### src/rtl/rtc_read_ctrl.sv
// rtc_read_ctrl
//   Read-side bus master for an external RTC on a multiplexed address/data
//   bus with Intel-style strobes. One start request produces one address
//   phase followed by one read phase, and the byte read back is returned
//   with a single-cycle done pulse.
//
//   Phase sequence: IDLE -> ADDR -> GAP -> READ -> RECOVER -> IDLE.
//   A single 4-bit down-counter times every phase. It is loaded with
//   (phase length - 1) on phase entry, and the phase advances when it hits 0.
//
//   Optional feature (macro RTC_RD_DBLSAMPLE_EN):
//     ad_in is sampled on the last two READ edges. If the two samples
//     differ, the transaction is retried once from ADDR. If they still
//     differ, done is raised with err=1. T_RD must be >= 2 in this build.
//     Without the macro, ad_in is sampled once and err is tied to 0.
//
// Parameters
//   T_ADDR, T_GAP, T_RD, T_REC : phase lengths in clock cycles (1..15)
//
// Ports
//   clk       in   system clock, rising edge
//   reset     in   synchronous reset, active-low
//   start     in   read request, sampled only in IDLE
//   addr      in   [7:0] RTC register address, latched when start is accepted
//   busy      out  high from the cycle after acceptance to the last RECOVER cycle
//   done      out  one-cycle pulse; data_out is valid from this cycle on
//   data_out  out  [7:0] last byte read, held until the next done
//   err       out  double-sample mismatch flag, valid with done
//   ad_in     in   [7:0] RTC AD bus, input side
//   ad_out    out  [7:0] RTC AD bus, output side
//   ad_oe     out  1 = drive the AD bus (tristate lives at the top level)
//   cs_n      out  RTC chip select, active-low
//   rd_n      out  RTC read strobe, active-low
//   wr_n      out  RTC write strobe, active-low (address latch only)
//   ad_n      out  0 = address phase, 1 = data
module rtc_read_ctrl #(
    parameter int T_ADDR = 4,
    parameter int T_GAP  = 2,
    parameter int T_RD   = 6,
    parameter int T_REC  = 4
) (
    input  logic       clk,
    input  logic       reset,
    input  logic       start,
    input  logic [7:0] addr,
    output logic       busy,
    output logic       done,
    output logic [7:0] data_out,
    output logic       err,
    input  logic [7:0] ad_in,
    output logic [7:0] ad_out,
    output logic       ad_oe,
    output logic       cs_n,
    output logic       rd_n,
    output logic       wr_n,
    output logic       ad_n
);

    localparam logic [3:0] LD_ADDR = 4'(T_ADDR - 1);
    localparam logic [3:0] LD_GAP  = 4'(T_GAP - 1);
    localparam logic [3:0] LD_RD   = 4'(T_RD - 1);
    localparam logic [3:0] LD_REC  = 4'(T_REC - 1);

    typedef enum logic [2:0] {
        S_IDLE,
        S_ADDR,
        S_GAP,
        S_READ,
        S_RECOVER
    } state_t;

    state_t     state, state_nx;
    logic [3:0] cnt, cnt_nx;
    logic       done_nx;
    logic [7:0] data_nx;
    logic [7:0] ad_out_nx;

`ifdef RTC_RD_DBLSAMPLE_EN
    logic [7:0] samp, samp_nx;      // first of the two READ samples
    logic       redo, redo_nx;      // mismatch seen: rerun from ADDR after RECOVER
    logic       retried, retried_nx; // current attempt is already the retry
    logic       err_q, err_nx;
`endif

    always_comb begin
        state_nx  = state;
        cnt_nx    = cnt - 4'd1;
        done_nx   = 1'b0;
        data_nx   = data_out;
        ad_out_nx = ad_out;
`ifdef RTC_RD_DBLSAMPLE_EN
        samp_nx    = samp;
        redo_nx    = redo;
        retried_nx = retried;
        err_nx     = err_q;
`endif
        case (state)
            S_IDLE: begin
                cnt_nx = cnt;
                if (start) begin
                    state_nx  = S_ADDR;
                    cnt_nx    = LD_ADDR;
                    ad_out_nx = addr;
`ifdef RTC_RD_DBLSAMPLE_EN
                    redo_nx    = 1'b0;
                    retried_nx = 1'b0;
`endif
                end
            end
            S_ADDR: begin
                if (cnt == 4'd0) begin
                    state_nx = S_GAP;
                    cnt_nx   = LD_GAP;
                end
            end
            S_GAP: begin
                if (cnt == 4'd0) begin
                    state_nx = S_READ;
                    cnt_nx   = LD_RD;
                end
            end
            S_READ: begin
`ifdef RTC_RD_DBLSAMPLE_EN
                if (cnt == 4'd1) begin
                    samp_nx = ad_in;
                end
`endif
                if (cnt == 4'd0) begin
                    state_nx = S_RECOVER;
                    cnt_nx   = LD_REC;
`ifdef RTC_RD_DBLSAMPLE_EN
                    if (ad_in == samp) begin
                        done_nx = 1'b1;
                        data_nx = ad_in;
                        err_nx  = 1'b0;
                    end else if (!retried) begin
                        redo_nx = 1'b1;
                    end else begin
                        done_nx = 1'b1;
                        data_nx = ad_in;
                        err_nx  = 1'b1;
                    end
`else
                    done_nx = 1'b1;
                    data_nx = ad_in;
`endif
                end
            end
            S_RECOVER: begin
                if (cnt == 4'd0) begin
                    state_nx = S_IDLE;
`ifdef RTC_RD_DBLSAMPLE_EN
                    if (redo) begin
                        state_nx   = S_ADDR;
                        cnt_nx     = LD_ADDR;
                        redo_nx    = 1'b0;
                        retried_nx = 1'b1;
                    end
`endif
                end
            end
            default: begin
                state_nx = S_IDLE;
                cnt_nx   = 4'd0;
            end
        endcase
    end

    // Registered strobes are decoded from the next state so they change
    // on the same edge as the state register and never glitch.
    always_ff @(posedge clk) begin
        if (!reset) begin
            state    <= S_IDLE;
            cnt      <= 4'd0;
            busy     <= 1'b0;
            done     <= 1'b0;
            data_out <= 8'h00;
            ad_out   <= 8'h00;
            ad_oe    <= 1'b0;
            cs_n     <= 1'b1;
            rd_n     <= 1'b1;
            wr_n     <= 1'b1;
            ad_n     <= 1'b1;
        end else begin
            state    <= state_nx;
            cnt      <= cnt_nx;
            busy     <= (state_nx != S_IDLE);
            done     <= done_nx;
            data_out <= data_nx;
            ad_out   <= ad_out_nx;
            ad_oe    <= (state_nx == S_ADDR);
            cs_n     <= !((state_nx == S_ADDR) || (state_nx == S_READ));
            rd_n     <= !(state_nx == S_READ);
            wr_n     <= !(state_nx == S_ADDR);
            ad_n     <= !(state_nx == S_ADDR);
        end
    end

`ifdef RTC_RD_DBLSAMPLE_EN
    always_ff @(posedge clk) begin
        if (!reset) begin
            samp    <= 8'h00;
            redo    <= 1'b0;
            retried <= 1'b0;
            err_q   <= 1'b0;
        end else begin
            samp    <= samp_nx;
            redo    <= redo_nx;
            retried <= retried_nx;
            err_q   <= err_nx;
        end
    end

    assign err = err_q;
`else
    assign err = 1'b0;
`endif

endmodule

### config.mk
export PLATFORM = sky130hd
export DESIGN_NAME = rtc_read_ctrl
export DESIGN_NICKNAME = d
export VERILOG_FILES = /design/src/rtl/rtc_read_ctrl.sv
export SDC_FILE = /design/constraint.sdc
export NUM_CORES = 1
export LEC_CHECK = 0
export BUFFER_PORTS_ARGS = -buffer_cell sky130_fd_sc_hd__buf_2
export CORE_MARGIN = 2
export CORE_UTILIZATION = 30
export CTS_CLUSTER_DIAMETER = 120
export CTS_CLUSTER_SIZE = 10
export DETAILED_ROUTE_END_ITERATION = 10
export SYNTH_ARGS = -nofsm -noshare
export SYNTH_HDL_FRONTEND = slang
export SYNTH_SLANG_ARGS = --single-unit
### constraint.sdc
create_clock -name clk -period 4.3 [get_ports clk]
set_input_delay 0.215 -clock clk [delete_from_list [all_inputs] [get_ports clk]]
set_output_delay 0.215 -clock clk [all_outputs]
set_load 0.005 [all_outputs]
==> results of run 1 <==
[per-stage QoR]
| step | cell area [sq um] | hold WS, ns | setup slack, ns | power, uW | utilization |
|---|---|---|---|---|---|
| final | 1520 | 0.167 | 2.19 | 818 | 0.405 |
| after global routing | 1520 | 0.154 | 1.95 | 872 | 0.405 |
| after CTS | 1520 | 0.153 | 2.16 | 831 | 0.405 |
| after detailed placement | 1400 | 0.446 | 2.21 | 537 | 0.374 |
| after global placement | 1400 | 0.437 | 2.31 | 531 | 0.374 |
| after floorplan | 1190 | 0.351 | 2.75 | 490 | - |
[synth_stat cells (2+ instances only)]
cell | count | area, sq um
a21oi_1 | 10 | 50.1
nand2b_1 | 4 | 25.0
nor3_1 | 3 | 15.0
dfxtp_1 | 29 | 581
buf_4 | 4 | 30.0
clkbuf_1 | 2 | 7.51
nor2b_1 | 3 | 18.8
nor4_1 | 2 | 12.5
buf_2 | 2 | 10.0
nor2_1 | 13 | 48.8
inv_1 | 5 | 18.8
xnor2_1 | 2 | 17.5
mux2i_1 | 8 | 80.1
nand2_1 | 20 | 75.1
[critical path: cells and delay by family (launching register included)]
family,cells,cell delay (ns)
DFF,1,0.32
adders and majority gates,1,0.19
buffers and inverters,1,0.08
and+or+nand+nor,3,1.03
muxes,1,0.35
[power breakdown]
group | switching [uW] | internal (uW) | total, uW
Sequential | 32.5 | 305 | 337
Combinational | 98.8 | 96.2 | 195
Clock | 97.2 | 188 | 286
Total | 228 | 590 | 818
[cell families after synthesis]
| group | after synthesis |
|---|---|
| adder cells (fa/ha/maj) | 1 |
| AND/OR/NAND/NOR | 56 |
| other | 1 |
| flip-flops | 29 |
| XOR/XNOR | 3 |
| multiplexers | 8 |
| buffers and inverters | 14 |
| AO/OA/AOI/OAI | 18 |
[layout by cell type, fill, tap and decap left out, types with 2 or more instances in the layout]
cell type / count
inv_1: 5
nor2b_1: 3
clkbuf_8: 6
mux2i_1: 8
nand2_1: 20
nand2b_1: 4
dfxtp_1: 29
xnor2_1: 2
buf_2: 41
nor4_1: 2
nor3_1: 3
nor2_1: 13
a21oi_1: 10
[per-layer routing]
| layer | wire length, microns | GRT usage | vias to the layer above |
|---|---|---|---|
| met2 | 1160 | 0.203 | 42 |
| met3 | 241 | 0.0625 | 7 |
| li1 | - | - | 509 |
| met5 | 0 | 0 | - |
| met1 | 1110 | 0.154 | 462 |
| met4 | 53 | 0.0740 | 0 |
[layout make-up]
cell class / count / area [sq um] / area share
inverter: 5 / 18.8 / 0.0124
timing repair buffer: 41 / 205 / 0.135
multi-input combinational: 87 / 537 / 0.354
tap: 48 / 60.1 / 0.0396
clock inverter: 1 / 30.0 / 0.0198
clock buffer: 7 / 86.3 / 0.0569
sequential: 29 / 581 / 0.383
[registers in the layout, indices dropped and copies added (netlist names)]
| register | cells |
|---|---|
| ad_out | 8 |
| data_out | 8 |
| cnt | 4 |
| state | 3 |
| ad_n | 1 |
| ad_oe | 1 |
| busy | 1 |
| cs_n | 1 |
| done | 1 |
| rd_n | 1 |
[worst max-delay path by stage]
stage | from | to | slack (ns)
finish | cnt[0] | data_out[1] | 2.19
CTS | cnt[0] | data_out[1] | 2.16
global route | cnt[0] | data_out[1] | 1.95
floorplan | cnt[0] | ad_n | 2.75
global placement | cnt[0] | data_out[1] | 2.31
detailed placement | cnt[0] | data_out[1] | 2.21
==> summary.txt, run 1 <==
Outcome
  • Status: finished, final reports clean

Cells and area
  • Fin nets: approximately 190
  • Synthesis-to-layout area growth: 27.0%
  • Fillcell total: ~400
  • Antenna diodes: 0
  • Layout cell share with drive strength beyond 1: 0.318
  • Non-filler cells, final: 218

Yosys
  • Mapped Area: 0.00119 sq mm
  • Sequential-to-total area share from yosys stat: 0.486
  • Multiplexer area fraction after synthesis: 0.0670
  • Seq cells post-synth: 29
  • Compound-cell area share of the yosys netlist: 0.0953
  • Simple-Gate Fraction of Synth Area: 0.251
  • Mapped Cells: 130
  • Ys Warns: 0
  • Post-Synth XOR/XNOR Area: 0.0220
  • Largest family of logic cells by synthesized area: simple AND/OR/NAND/NOR gates
  • Synth Area per Inst: just over 9 sq um
  • Post-synth EDFFs: 0
  • Fraction of registers with async set/reset: 0
  • Synthesized net count: 150
  • Leading register cell type out of synthesis: dfxtp_1
  • Cell variety after synth: 37
  • Adder-cell share of the synthesized area: 0.0105

Critical path
  • CP max FO: 11
  • Startpoint Class: flop
  • Reg2Reg Depth: 6
  • Worst path slowest cell: nand4b_1
  • R2r startpoint: cnt[0]
  • Worst endpoint data arrival time: 2.25 ns
  • Reg2reg setup slack: approximately 2.2 ns
  • Worst Path Required: 4.45 ns
  • CP endpoint kind: flop
  • Cell chain of the critical path: inv_1 -> ha_1 -> nor3b_4 -> nand4b_1 -> mux2i_1 -> nor2_1
  • CP max stage delay: ~0.59 ns
  • Crit Path Class: reg -> reg
  • RR Endpoint: data_out[1]

Die
  • Die Wd: around 67 microns
  • Row count: 22
  • Die ar.: ~0.0045 sq mm
  • Core ar.: between 0.003 and 0.004 sq mm
  • Die height: about 67 microns
  • I/O Pins: 43
  • Starting density of the core: 0.319

Timing
  • Relative slew margins: 0.530
  • Final hold viol count: 0
  • Setup_tns: 0 ns
  • Final setup fails: 0
  • Max Slew Vio Count: 0
  • Tcrit/Tclk final: 0.491
  • Max Fclk: about 470 MHz
  • RSZ-0062 raised after global routing: no
  • Clk_skew: 0.00512 ns
  • Slew @ Worst Pin: around 0.7 ns
  • Minimum clock period: 2.11 ns

Min path
  • Hold Crit Depth: 3
  • Hold_sp: ad_in[6]
  • Hold WC Path Type: in -> reg
  • WHS Endpoint: data_out[6]

Power and ir drop
  • Pwr per Cell Area: roughly 540 mW/mm^2
  • Leakage: 0.000736 uW
  • Peak supply drop: roughly 0.00019 V

Placement
  • Hpwl dp: between 1500 and 2000 microns
  • I/O Buffers: 41
  • Gpl congestion: 0.843
  • Placed cells: 210

Detailed routing
  • Via density: 4.68
  • # DRC: 0
  • Vias: just over 1,000
  • ANT nets after route: 0
  • Drt pass-1 iters: 4
  • Initial DRC count: 21
  • Drt total wl: between 2000 and 3000 microns
  • Wire length per cell: 11.8 microns

Clock tree
  • CTS buffer count: 5
  • Clk buf depth: 2
  • Post-CTS Setup Inserts: 0
  • Root buf cell: clkbuf_8
  • Later-pin clock latency in the skew report: roughly 0.28 ns
  • CTS Hold Buffers Added: 0
  • TritonCTS Sinks: 29
  • Resized cells post-CTS: 0
  • Reg clk slew, reported paths: approximately 0.060 ns
  • CTS H-tree depth: 2
  • CTS tree: done

Global route
  • First-pass GRT wire length: about 4400 microns
  • Initial antenna violation count: 0
  • Vias in the first global route: between 900 and 1,000
  • Largest net degree at the start of global routing: 23
  • GRT Total Usage: 0.134
  • GR Overflow Total: 0

Run
  • Total of max-cap violations: 0
Note: power is estimated with default switching activity, not from simulation.
==> run 2, diff against run 1 <==
==> constraint.sdc (replaced) <==
create_clock -name clk -period 2.1 [get_ports clk]
set_input_delay 0.105 -clock clk [delete_from_list [all_inputs] [get_ports clk]]
set_output_delay 0.105 -clock clk [all_outputs]
set_load 0.005 [all_outputs]
==> run 2 against run 1 <==
Against the previous run:
- utilization decreased by 0.77 points
- largest cell class unchanged
- final cell count grew 0.46%
- clock power grew 50%
- via count is 2.3% lower
- combinational power rose by 100%
- first-iteration DRC count did not move
- wire length fell by 1.2%
- flip-flop and latch count is the same
- maximum frequency increased by 27%
- non-clock buffer count is 1 higher
- largest power group unchanged
- sequential power grew 100%
==> summary.txt, run 2 (synthesized netlist as in run 1, its figures left out) <==
Global route
  • First-pass GRT wire length: 4100 microns (was 4390 microns)
  • Global routing's busiest layer: met2 (unchanged)
  • GRT Total Usage: 0.125 (was 0.134)
  • Vias in the first global route: 936 (was 959)
  • Initial antenna violation count: 0 (unchanged)
  • Met2 Track Usage GR: 0.199 (was 0.203)
  • Largest net degree at the start of global routing: 23 (unchanged)
  • GR Util met3: 0.0473 (was 0.0625)
  • Grt met1 use: 0.144 (was 0.154)
  • GR Overflow Total: 0 (unchanged)

Clock tree
  • Later-pin clock latency in the skew report: 0.27 ns (was 0.28 ns)
  • CTS tree: done (unchanged)
  • Post-CTS Setup Inserts: 0 (unchanged)
  • Clk buf depth: 2 (unchanged)
  • Reg clk slew, reported paths: 0.06 ns (about the same)
  • Resized cells post-CTS: 0 (unchanged)
  • Root buf cell: clkbuf_8 (unchanged)
  • CTS buffer count: 5 (unchanged)
  • CTS H-tree depth: 2 (unchanged)
  • CTS Hold Buffers Added: 0 (unchanged)
  • TritonCTS Sinks: 29 (unchanged)

Die
  • Die height: 67.1 microns (unchanged)
  • Die ar.: 0.00450 sq mm (unchanged)
  • Starting density of the core: 0.319 (unchanged)
  • I/O Pins: 43 (unchanged)
  • Row count: 22 (unchanged)
  • Core ar.: 0.00374 sq mm (unchanged)
  • Die Wd: 67.1 microns (unchanged)

Timing
  • Max Slew Vio Count: 0 (unchanged)
  • Clk_skew: 0.00399 ns (was 0.00512 ns)
  • Slew @ Worst Pin: 0.677 ns (was 0.704 ns)
  • Tcrit/Tclk final: 0.790 (was 0.491)
  • Final hold viol count: 0 (unchanged)
  • Minimum clock period: 1.66 ns (was 2.11 ns)
  • Max Fclk: 603 MHz (was 474 MHz)
  • Final setup fails: 0 (unchanged)
  • Setup ws final: 0.441 ns (was 2.19 ns)
  • Relative slew margins: 0.548 (was 0.530)
  • RSZ-0062 raised after global routing: no (unchanged)
  • Setup_tns: 0 ns (unchanged)

Critical path
  • Cell chain of the critical path: inv_1 -> ha_1 -> nor3b_4 -> nand4b_1 -> buf_4 -> mux2i_1 -> nor2_1 (was inv_1 -> ha_1 -> nor3b_4 -> nand4b_1 -> mux2i_1 -> nor2_1)
  • RR Endpoint: data_out[2] (was data_out[1])
  • Crit path depth: 7 (was 6)
  • Worst endpoint data arrival time: 1.79 ns (was 2.25 ns)
  • Reg2reg setup slack: 0.44 ns (was 2.19 ns)
  • Critical path origin: cnt[0] (unchanged)
  • CP max stage delay: 0.36 ns (was 0.59 ns)
  • Worst Setup EP: data_out[2] (was data_out[1])
  • CP max FO: 11 (unchanged)
  • Startpoint Class: flop (unchanged)
  • CP bufs+invs: 2 (was 1)
  • Crit Path Class: reg -> reg (unchanged)
  • R2r startpoint: cnt[0] (unchanged)
  • CP endpoint kind: flop (unchanged)
  • Critical path's top delay family: simple AND/OR/NAND/NOR gates (unchanged)
  • Worst Path Required: 2.23 ns (was 4.45 ns)
  • Reg2Reg Depth: 7 (was 6)
  • Worst path slowest cell: nor3b_4 (was nand4b_1)

Cells and area
  • Most frequent cells in the layout: 41 x buf_2, 29 x dfxtp_1, 20 x nand2_1, 13 x nor2_1, 10 x a21oi_1 (unchanged)
  • Largest registers: ad_out (8), data_out (8), cnt (4) (unchanged)
  • Antenna diodes: 0 (unchanged)
  • Reg area: 581 sq um (unchanged)
  • Multi-input logic area: 537 sq um (unchanged)
  • Fin nets: 190 (was 189)
  • Synthesis-to-layout area growth: 24.6% (was 27.0%)
  • Fillcell total: 401 (was 403)
  • Design Area, Final: 0.00149 sq mm (was 0.00152 sq mm)
  • Layout cell share with drive strength beyond 1: 0.310 (was 0.318)
  • Most common cell after layout, fill and taps aside: buf_2 (unchanged)

Placement
  • Worst slack, placed: 0.466 ns (was 2.21 ns)
  • Gpl congestion: 0.813 (was 0.843)
  • Hpwl dp: 1820 microns (was 1850 microns)
  • Placed cell area: 0.00141 sq mm (was 0.00140 sq mm)
  • I/O Buffers: 41 (unchanged)

Detailed routing
  • Vias: 997 (was 1,020)
  • # DRC: 0 (unchanged)
  • Wire length per cell: 11.6 microns (was 11.8 microns)
  • Via density: 4.55 (was 4.68)
  • ANT nets after route: 0 (unchanged)
  • Drt pass-1 iters: 2 (was 4)
  • Drt total wl: 2530 microns (was 2560 microns)
  • Initial DRC count: 21 (unchanged)

Power and ir drop
  • Peak supply drop: 0.000313 V (was 0.000189 V)
  • Leakage: 0.000721 uW (was 0.000736 uW)
  • Pwr per Cell Area: 1020 mW/mm^2 (was 539 mW/mm^2)

Run
  • Total of max-cap violations: 0 (unchanged)

Min path
  • Hold WC Path Type: in -> reg (unchanged)

Outcome
  • Status: finished, final reports clean (unchanged)
run 2: cell type report:
type	count	area share
Multi-Input combinational cell	87	0.361
Sequential cell	29	0.390
Inverter	5	0.0126
Timing Repair Buffer	42	0.143
Clock buffer	8	0.0538
Tap cell	48	0.0403
run 2: per-layer routing:
metal | wire [microns] | vias to the layer above
li1 | - | 512
met1 | 1180 | 442
met2 | 1130 | 38
met3 | 188 | 5
met4 | 40 | 0
met5 | 0 | -
run 2: worst min path at each step:
stage / slack (ns) / cells past startpoint / endpoint / start
2_1_floorplan: 0.24 / 2 / ad_out[0] / addr[0]
3_3_place_gp: 0.34 / 3 / data_out[0] / ad_in[0]
3_5_place_dp: 0.35 / 3 / data_out[0] / ad_in[0]
4_1_cts: 0.06 / 3 / data_out[6] / ad_in[6]
5_1_grt: 0.07 / 3 / data_out[1] / ad_in[1]
6_report: 0.06 / 3 / data_out[5] / ad_in[5]
run 2: where the power goes:
group,switching [uW],internal [uW],total (uW)
Sequential,65.6,624,690
Combinational,199,198,397
Clock,193,235,428
run 2: through the flow:
step / hold WS (ns) / cells / power [uW] / util
after floorplan: 0.241 / 130 / 1000 / -
after global placement: 0.336 / 211 / 1090 / 0.376
after CTS: 0.0604 / 219 / 1540 / 0.398
after detailed placement: 0.350 / 211 / 1100 / 0.376
after global routing: 0.0656 / 219 / 1620 / 0.398
final: 0.0645 / 219 / 1510 / 0.398
run 2: worst register-to-register path: stages (launching register included):
cell      delay [ns]
dfxtp_1         0.32
inv_1           0.08
ha_1            0.18
nor3b_4         0.36
nand4b_1        0.15
buf_4           0.22
mux2i_1         0.17
nor2_1          0.06
==> run 3, diff against run 2 <==
==> constraint.sdc (replaced) <==
create_clock -name clk -period 1.7 [get_ports clk]
set_input_delay 0.085 -clock clk [delete_from_list [all_inputs] [get_ports clk]]
set_output_delay 0.085 -clock clk [all_outputs]
set_load 0.005 [all_outputs]
==> run 3 against run 2 <==
Against the previous run:
- flip-flop and latch count stayed put
- global-route usage increased by 0.83 points
- critical path depth decreased by 2
- register-to-register slack got worse by 0.36 ns
- cell area is 2.4% higher
- die area unchanged
- highest routed layer unchanged
==> summary.txt, run 3 (synthesized netlist as in run 1, its figures left out) <==
Timing
  • Setup ws final: 0.0818 ns (was 0.441 ns)
  • RSZ-0062 raised after global routing: no (unchanged)
  • Max Slew Vio Count: 0 (unchanged)
  • Tcrit/Tclk final: 0.952 (was 0.790)
  • Clk_skew: 0.00725 ns (was 0.00399 ns)
  • Final setup fails: 0 (unchanged)
  • Final hold viol count: 0 (unchanged)
  • Max Fclk: 618 MHz (was 603 MHz)
  • Setup_tns: 0 ns (unchanged)
  • Minimum clock period: 1.62 ns (was 1.66 ns)

Global route
  • Initial antenna violation count: 0 (unchanged)
  • Vias in the first global route: 997 (was 936)
  • Largest net degree at the start of global routing: 15 (was 23)
  • GR Util met3: 0.0676 (was 0.0473)
  • GR Overflow Total: 0 (unchanged)
  • First-pass GRT wire length: 4350 microns (was 4100 microns)
  • Global routing's busiest layer: met2 (unchanged)
  • Grt met1 use: 0.143 (was 0.144)
  • GRT Total Usage: 0.133 (was 0.125)
  • Met2 Track Usage GR: 0.213 (was 0.199)

Clock tree
  • Later-pin clock latency in the skew report: 0.28 ns (was 0.27 ns)
  • CTS H-tree depth: 2 (unchanged)
  • CTS tree: done (unchanged)
  • Reg clk slew, reported paths: 0.07 ns (was 0.06 ns)
  • Root buf cell: clkbuf_8 (unchanged)
  • TritonCTS Sinks: 29 (unchanged)
  • CTS Hold Buffers Added: 0 (unchanged)
  • Clk buf depth: 2 (unchanged)
  • CTS buffer count: 5 (unchanged)

Detailed routing
  • Wire length per cell: 11.3 microns (was 11.6 microns)
  • Via density: 4.62 (was 4.55)
  • Vias: 1,030 (was 997)
  • Initial DRC count: 17 (was 21)
  • ANT nets after route: 0 (unchanged)
  • Drt pass-1 iters: 4 (was 2)
  • Drt total wl: 2510 microns (was 2530 microns)
  • # DRC: 0 (unchanged)

Power and ir drop
  • Peak supply drop: 0.000531 V (was 0.000313 V)
  • Leakage: 0.000745 uW (was 0.000721 uW)
  • Pwr per Cell Area: 1260 mW/mm^2 (was 1020 mW/mm^2)

Critical path
  • Worst path slowest cell: or4_4 (was nor3b_4)
  • R2r startpoint: cnt[0] (unchanged)
  • Cell chain of the critical path: inv_1 -> ha_1 -> nor3b_4 -> and2_4 -> or4_4 (was inv_1 -> ha_1 -> nor3b_4 -> nand4b_1 -> buf_4 -> mux2i_1 -> nor2_1)
  • RR Endpoint: ad_n (was data_out[2])
  • Crit Path Class: reg -> reg (unchanged)
  • Reg2Reg Depth: 5 (was 7)
  • CP max stage delay: 0.50 ns (was 0.36 ns)
  • Worst Path Required: 1.85 ns (was 2.23 ns)
  • Reg2reg setup slack: 0.08 ns (was 0.44 ns)
  • Worst endpoint data arrival time: 1.77 ns (was 1.79 ns)
  • CP max FO: 5 (was 11)
  • Startpoint Class: flop (unchanged)
  • CP endpoint kind: flop (unchanged)

Run
  • Total of max-cap violations: 0 (unchanged)

Min path
  • Hold_sp: ad_in[1] (was ad_in[5])
  • Hold Crit Depth: 3 (unchanged)
  • Hold WC Path Type: in -> reg (unchanged)
  • WHS Endpoint: data_out[1] (was data_out[5])

Die
  • Die height: 67.1 microns (unchanged)
  • Die ar.: 0.00450 sq mm (unchanged)
  • Starting density of the core: 0.319 (unchanged)
  • Row count: 22 (unchanged)
  • Die Wd: 67.1 microns (unchanged)
  • Core ar.: 0.00374 sq mm (unchanged)
  • I/O Pins: 43 (unchanged)

Cells and area
  • Synthesis-to-layout area growth: 27.6% (was 24.6%)
  • Fillcell total: 408 (was 401)
  • Antenna diodes: 0 (unchanged)
  • Multi-input logic area: 537 sq um (unchanged)
  • Most frequent cells in the layout: 41 x buf_2, 29 x dfxtp_1, 20 x nand2_1, 13 x nor2_1, 10 x a21oi_1 (unchanged)
  • Reg area: 581 sq um (unchanged)
  • Most common cell after layout, fill and taps aside: buf_2 (unchanged)
  • Fin nets: 194 (was 190)
  • Layout cell share with drive strength beyond 1: 0.343 (was 0.310)
  • Largest registers: ad_out (8), data_out (8), cnt (4) (unchanged)

Placement
  • I/O Buffers: 41 (unchanged)
  • Gpl congestion: 0.874 (was 0.813)
  • Hpwl dp: 1870 microns (was 1820 microns)
  • Worst slack, placed: 0.102 ns (was 0.466 ns)

Outcome
  • Status: finished, final reports clean (unchanged)
[run 3: repair_timing]
action	4_1_cts	5_1_grt
gates resized for setup	0	0
endpoints found under the setup margin	0	2
buffers inserted	0	1
[run 3: area by class of cell]
cell class              count  area share
multi-input cells          87       0.352
clock inverters             3      0.0115
well taps                  48      0.0394
repair buffers             46       0.159
clock buffers               5      0.0451
inverters                   5      0.0123
flip-flops and latches     29       0.381
[run 3: through the flow]
step / std cells / total power (uW) / hold slack [ns] / util / cell area [sq um]
2_1_floorplan: 130 / 1240 / 0.221 / - / 1190
3_3_place_gp: 214 / 1370 / 0.314 / 0.382 / 1430
5_1_grt: 223 / 2070 / 0.0382 / 0.407 / 1530
6_report: 223 / 1930 / 0.0329 / 0.407 / 1530
4_1_cts: 222 / 1950 / 0.0258 / 0.405 / 1520
3_5_place_dp: 214 / 1380 / 0.335 / 0.382 / 1430
[run 3: worst max-delay path: cells and delay by family (launching register included)]
kind	cells	cell delay [ns]
buffers and inverters	1	0.07
adder cells (fa/ha/maj)	1	0.22
AND/OR/NAND/NOR	3	0.84
flip-flops	1	0.35
[run 3: where the power goes]
group	internal, uW	switching (uW)
clock network	281	260
registers	771	81.2
logic	280	252
[run 3: worst max path at each step]
stage          startpoint  cells past startpoint     to  slack [ns]
3_5_place_dp       cnt[0]                      5   ad_n        0.10
2_1_floorplan      cnt[0]                      5   ad_n        0.15
6_report           cnt[0]                      5   ad_n        0.08
5_1_grt            cnt[0]                      6  ad_oe        0.01
3_3_place_gp       cnt[0]                      5   ad_n        0.13
4_1_cts            cnt[0]                      5   ad_n        0.08
[run 3: metal layers]
layer / vias to the layer above / wire, microns / part of all wire
li1: 518 / - / -
met5: - / 0 / 0
met3: 5 / 240 / 0.096
met1: 467 / 1050 / 0.42
met2: 40 / 1160 / 0.46
met4: 0 / 52 / 0.021
